--- config.mk ---
export PLATFORM = sky130hd
export DESIGN_NAME = pwm_duty_scheduler
export DESIGN_NICKNAME = d
export VERILOG_FILES = /design/src/rtl/pwm_duty_scheduler.sv
export SDC_FILE = /design/constraint.sdc
export NUM_CORES = 1
export LEC_CHECK = 0
export BUFFER_PORTS_ARGS = -buffer_cell sky130_fd_sc_hd__buf_2
export CORE_MARGIN = 2
export CORE_UTILIZATION = 30
export DETAILED_ROUTE_END_ITERATION = 12
export SYNTH_ARGS = -nofsm -noshare
export SYNTH_HDL_FRONTEND = slang
export SYNTH_SLANG_ARGS = --single-unit
--- constraint.sdc ---
create_clock -name clk -period 2.5 [get_ports clk]
set_input_delay 0.375 -clock clk [delete_from_list [all_inputs] [get_ports clk]]
set_output_delay 0.375 -clock clk [all_outputs]
set_load 0.03 [all_outputs]
--- src/rtl/pwm_duty_scheduler.sv ---
// rtl/pwm_duty_scheduler.sv - shared-period PWM with round-robin duty updates committed at the period wrap
// Optional macro PWM_RAMP_EN: active duty slews toward shadow by RAMP_STEP per period.
module pwm_duty_scheduler #(
    parameter int NCH       = 4,
    parameter int NREQ      = 2,
    parameter int WIDTH     = 8,
    parameter int PERIOD    = 199,
    parameter int CW        = 2,
    parameter int RAMP_STEP = 4
) (
    input  logic                  clk,
    input  logic                  rst,
    input  logic                  enable,
    input  logic [NREQ-1:0]       req_valid,
    input  logic [NREQ*CW-1:0]    req_chan,
    input  logic [NREQ*WIDTH-1:0] req_duty,
    output logic [NREQ-1:0]       req_ack,
    output logic [NCH-1:0]        pwm,
    output logic                  period_tick,
    output logic [NCH-1:0]        pending
);

    localparam int PW = (NREQ > 1) ? $clog2(NREQ) : 1;
    localparam logic [WIDTH-1:0] TERM = WIDTH'(PERIOD);
    localparam logic [WIDTH-1:0] FULL = WIDTH'(PERIOD + 1);
`ifdef PWM_RAMP_EN
    localparam int STEP = RAMP_STEP;
`else
    // A step spanning the whole duty range makes every commit a full copy.
    localparam int STEP = (RAMP_STEP > (1 << WIDTH)) ? RAMP_STEP : (1 << WIDTH);
`endif

    logic [WIDTH-1:0] cnt;
    logic [WIDTH-1:0] shadow   [NCH];
    logic [WIDTH-1:0] active   [NCH];
    logic [WIDTH-1:0] act_next [NCH];
    logic [PW-1:0]    ptr;
    logic [PW-1:0]    grant_idx;
    logic             grant_vld;
    logic [NREQ-1:0]  mask;
    logic [CW-1:0]    gchan;
    logic [WIDTH-1:0] graw;
    logic [WIDTH-1:0] gduty;
    logic             gwrite;
    logic             wrap;
    logic             commit;

    assign wrap   = enable && (cnt == TERM);
    assign commit = wrap || !enable;
    // A requester being acked this cycle is still showing its old request.
    assign mask   = req_valid & ~req_ack;

    always_comb begin
        grant_vld = 1'b0;
        grant_idx = ptr;
        for (int k = 1; k <= NREQ; k++) begin
            if (!grant_vld && mask[(int'(ptr) + k) % NREQ]) begin
                grant_vld = 1'b1;
                grant_idx = PW'((int'(ptr) + k) % NREQ);
            end
        end
    end

    assign gchan  = req_chan[int'(grant_idx)*CW +: CW];
    assign graw   = req_duty[int'(grant_idx)*WIDTH +: WIDTH];
    assign gduty  = (graw > FULL) ? FULL : graw;
    assign gwrite = grant_vld && (int'(gchan) < NCH);

    always_comb begin
        for (int c = 0; c < NCH; c++) begin
            act_next[c] = shadow[c];
            if (enable && (shadow[c] > active[c]) &&
                (int'(shadow[c]) - int'(active[c]) > STEP))
                act_next[c] = active[c] + WIDTH'(STEP);
            else if (enable && (active[c] > shadow[c]) &&
                     (int'(active[c]) - int'(shadow[c]) > STEP))
                act_next[c] = active[c] - WIDTH'(STEP);
        end
    end

    always_ff @(posedge clk or posedge rst) begin
        if (rst) begin
            cnt         <= '0;
            ptr         <= PW'(NREQ - 1);
            req_ack     <= '0;
            pwm         <= '0;
            period_tick <= 1'b0;
            pending     <= '0;
            for (int c = 0; c < NCH; c++) begin
                shadow[c] <= '0;
                active[c] <= '0;
            end
        end else begin
            cnt         <= (!enable || wrap) ? '0 : cnt + 1'b1;
            period_tick <= wrap;
            req_ack     <= '0;
            if (grant_vld) begin
                req_ack[grant_idx] <= 1'b1;
                ptr                <= grant_idx;
            end
            for (int c = 0; c < NCH; c++) begin
                pwm[c] <= enable && (cnt < active[c]);
                if (commit && pending[c]) begin
                    active[c]  <= act_next[c];
                    pending[c] <= (act_next[c] != shadow[c]);
                end
                // A write landing on a commit cycle wins pending, so it commits next period.
                if (gwrite && (gchan == CW'(c))) begin
                    shadow[c]  <= gduty;
                    pending[c] <= 1'b1;
                end
            end
        end
    end

endmodule
==> results.yml <==
finish:
  fin_nets: 452
  synthToLayoutAreaGrowth_pct: 18.39
  multi_input_area_mm2: 0.002012
  nFillCells: 1368
  drive_gt1_frac: 0.3524
  ff_latch_area_mm2: 0.002103
  antenna-diode-count: 0
drt:
  via_per_inst: 4.564
  routed_wl_um: 8659
  route.met3.wl_um: 263
  wl_per_cell_um: 14.85
  vias: 2661
  dr.pass1.iters: 4
  drtIter0Drc: 96
  wl_met2_um: 4085
  drc: 0
  wl_met1_um: 4161
  top_layer_used: "met4"
  postRouteAntennaNets: 0
power:
  ir_drop_mv: 0.4376
  power_density_mw_per_mm2: 1073
  leakage_nw: 2.492
worst_setup_path:
  max_stage_delay_ns: 0.52
  cp_top_family: "compound AO/OA/AOI/OAI gates"
  cp.arrival_ns: 2.38
  r2r_slack_ns: 0.33
  critPathSlowestCell: "o41a_4"
  cp_cell_sequence: "ha_1 -> nand2_1 -> o41a_4 -> nor2b_2 -> buf_12 -> mux2_4"
  worst_ep_required_time_ns: 2.72
  path_max_fanout: 9
  worstSetupStartpointType: "flip-flop"
  critPathBufInv: 1
  cp-end-kind: "flip-flop"
  crit_type: "flip-flop to flip-flop"
synthesis:
  netlist.area_leader.share: 0.4794
  yosys_most_used_dff: "dfrtp_1"
  ys_seq_elements: 84
  post_synth_inst_count: 350
  yosysWarnings: 0
  syn_area_mm2: 0.004333
  synth_seq_area_share: 0.4854
  syn-num-nets: 404
  async_reset_ff_frac: 1.000
  avgSynthCellArea_um2: 12.38
  synth_edf_count: 0
  ys_top_cells_by_area: "dfrtp_1, mux2_4, mux2_2"
  yosysTopAreaCell: "dfrtp_1"
  yosysUniqueCellTypes: 39
timing:
  grt_setup_unrepaired: "false"
  final_max_slew_viol_count: 0
  fin_crit_sh: 0.8663
  maxSlewHeadroom: 0.5526
  timing.setup.tns_ns: 0
  hold_violations: 0
  final-setup-viol-count: 0
  max_freq_mhz: 461.8
  finalWorstSetupSlack_ns: 0.3344
  worst-slew-pin-transition_ns: 0.6694
  layout_min_cycle_time_ns: 2.166
  finClkSkew_ns: 0.005216
clock_tree:
  cts_hold_buf: 0
  cts_tree: "yes"
  clock_latency_ns: 0.33
  clk_pin_slew_worst_paths_ns: 0.06
  clk_path_buf_depth: 2
  cts_made_buffers: 9
  cts_sinks: 84
  cts_resized: 0
  clk_root_buffer_cell: "clkbuf_16"
  htreeDepth: 3
  cts_setup_buffers: 0
global_route:
  grt_pass1_vias: 2824
  grt_pass1_wl_um: 14680
  gr-total-overflow: 0
  grt_start_max_net_pins: 85
  track_usage: 0.1258
  antenna_found_initial: 0
place:
  gp_congestion: 0.7679
  port_buffers: 35
  dp_hpwl_um: 6812
  place_ws_ns: 0.3473
floorplan:
  die_h_um: 124.2
  core_area_mm2: 0.01399
  rows: 43
  io_pins: 36
  start_util: 0.3097
  dieArea_mm2: 0.01542
  die_w_um: 124.2
worst_hold_path:
  hp-class: "input pin to async pin"
run_status:
  outcome: "finished, final reports clean"
run:
  maxCapViolCount: 0
-- per-stage QoR --
step / utilization / total power (W) / std cells / cell area, um2 / hold WS (ns)
after detailed placement: 0.3410 / 0.004009 / 567 / 4770 / 0.4958
final: 0.3667 / 0.005504 / 583 / 5130 / 0.1376
after global routing: 0.3667 / 0.005875 / 583 / 5130 / 0.2082
after CTS: 0.3667 / 0.005587 / 583 / 5130 / 0.1817
after global placement: 0.3410 / 0.003938 / 567 / 4770 / 0.4924
after floorplan: - / 0.003510 / 350 / 4337 / 0.4757
-- layout by cell type (no fill, tap or decap), types with 2 or more instances in the layout --
master / instances
dfrtp_1: 83
inv_1: 39
mux2_2: 35
buf_2: 35
mux2_4: 32
ha_1: 29
nand2_1: 24
nor2_1: 16
o21ai_0: 12
a21oi_1: 9
clkbuf_16: 9
buf_4: 8
o311ai_0: 5
nand2b_1: 5
mux2i_1: 5
nor2b_1: 4
a2111oi_0: 4
nor2b_2: 4
a41o_1: 3
nand3_1: 3
xnor2_1: 3
a211oi_1: 3
a21o_1: 3
a21o_2: 3
bufinv_16: 3
o21bai_1: 2
xor2_1: 2
clkinv_4: 2
clkbuf_8: 2
buf_12: 2
-- registers in the layout, indices dropped and copies added, names as in the netlist --
name         count
cnt              8
req_ack          2
active          32
pending          4
pwm              4
period_tick      1
ptr              1
shadow          32
-- synth_stat cells (all sizes together), types with 2 or more instances --
| master | n |
|---|---|
| xor2 | 2 |
| dfrtp | 83 |
| nor2 | 16 |
| xnor2 | 3 |
| mux2 | 67 |
| a21o | 6 |
| nand2b | 5 |
| nand3 | 3 |
| a2111oi | 5 |
| o311ai | 5 |
| o21bai | 2 |
| inv | 40 |
| mux2i | 5 |
| a21oi | 9 |
| nor2b | 8 |
| ha | 29 |
| buf | 8 |
| o21ai | 13 |
| a41o | 3 |
| a211oi | 3 |
| nand2 | 24 |
-- layer usage --
layer,GRT usage,up-vias
met5,0,-
met4,0.05056,0
met3,0.01923,14
met2,0.2042,48
met1,0.1682,1279
li1,-,1320
-- worst paths after layout --
kind / startpoint / end / depth (start not counted)
min reg2reg: shadow[29] / active[29] / 1
min in group clk: req_valid[0] / req_ack[0] / 3
max: cnt[1] / active[26] / 6
min: rst / shadow[3] / 3
max reg2reg: cnt[1] / active[26] / 6
max in group asynchronous: rst / ptr / 3
-- area by class of cell --
cell class | instances | share of cell area
sequential | 84 | 0.4100
multi-input combinational | 218 | 0.3922
timing repair buffer | 45 | 0.05366
clock buffer | 11 | 0.04927
tap | 180 | 0.04390
inverter | 40 | 0.03000
clock inverter | 5 | 0.02098
-- logic make-up (layout without fill, tap and decap cells) --
group / count (synthesis) / after routing / share of synthesized area
compound gates: 50 / 50 / 0.08750
xor+xnor: 5 / 5 / 0.01011
fa+ha+maj: 29 / 29 / 0.08374
buf+inv: 48 / 101 / 0.05024
flops: 84 / 84 / 0.4854
mux: 72 / 72 / 0.2134
simple gates: 62 / 62 / 0.06959
-- power by group --
| group | internal [W] | switching [W] |
|---|---|---|
| registers | 0.00194 | 0.000395 |
| clock network | 0.00103 | 0.000522 |
| logic | 0.000916 | 0.000695 |
| total | 0.00389 | 0.00161 |
-- worst register-to-register path, stage by stage, from the launching register on --
cell	delay, ns
dfrtp_1	0.45
ha_1	0.24
nand2_1	0.11
o41a_4	0.52
nor2b_2	0.27
buf_12	0.16
mux2_4	0.30
Power figures use the tool's default switching activity.
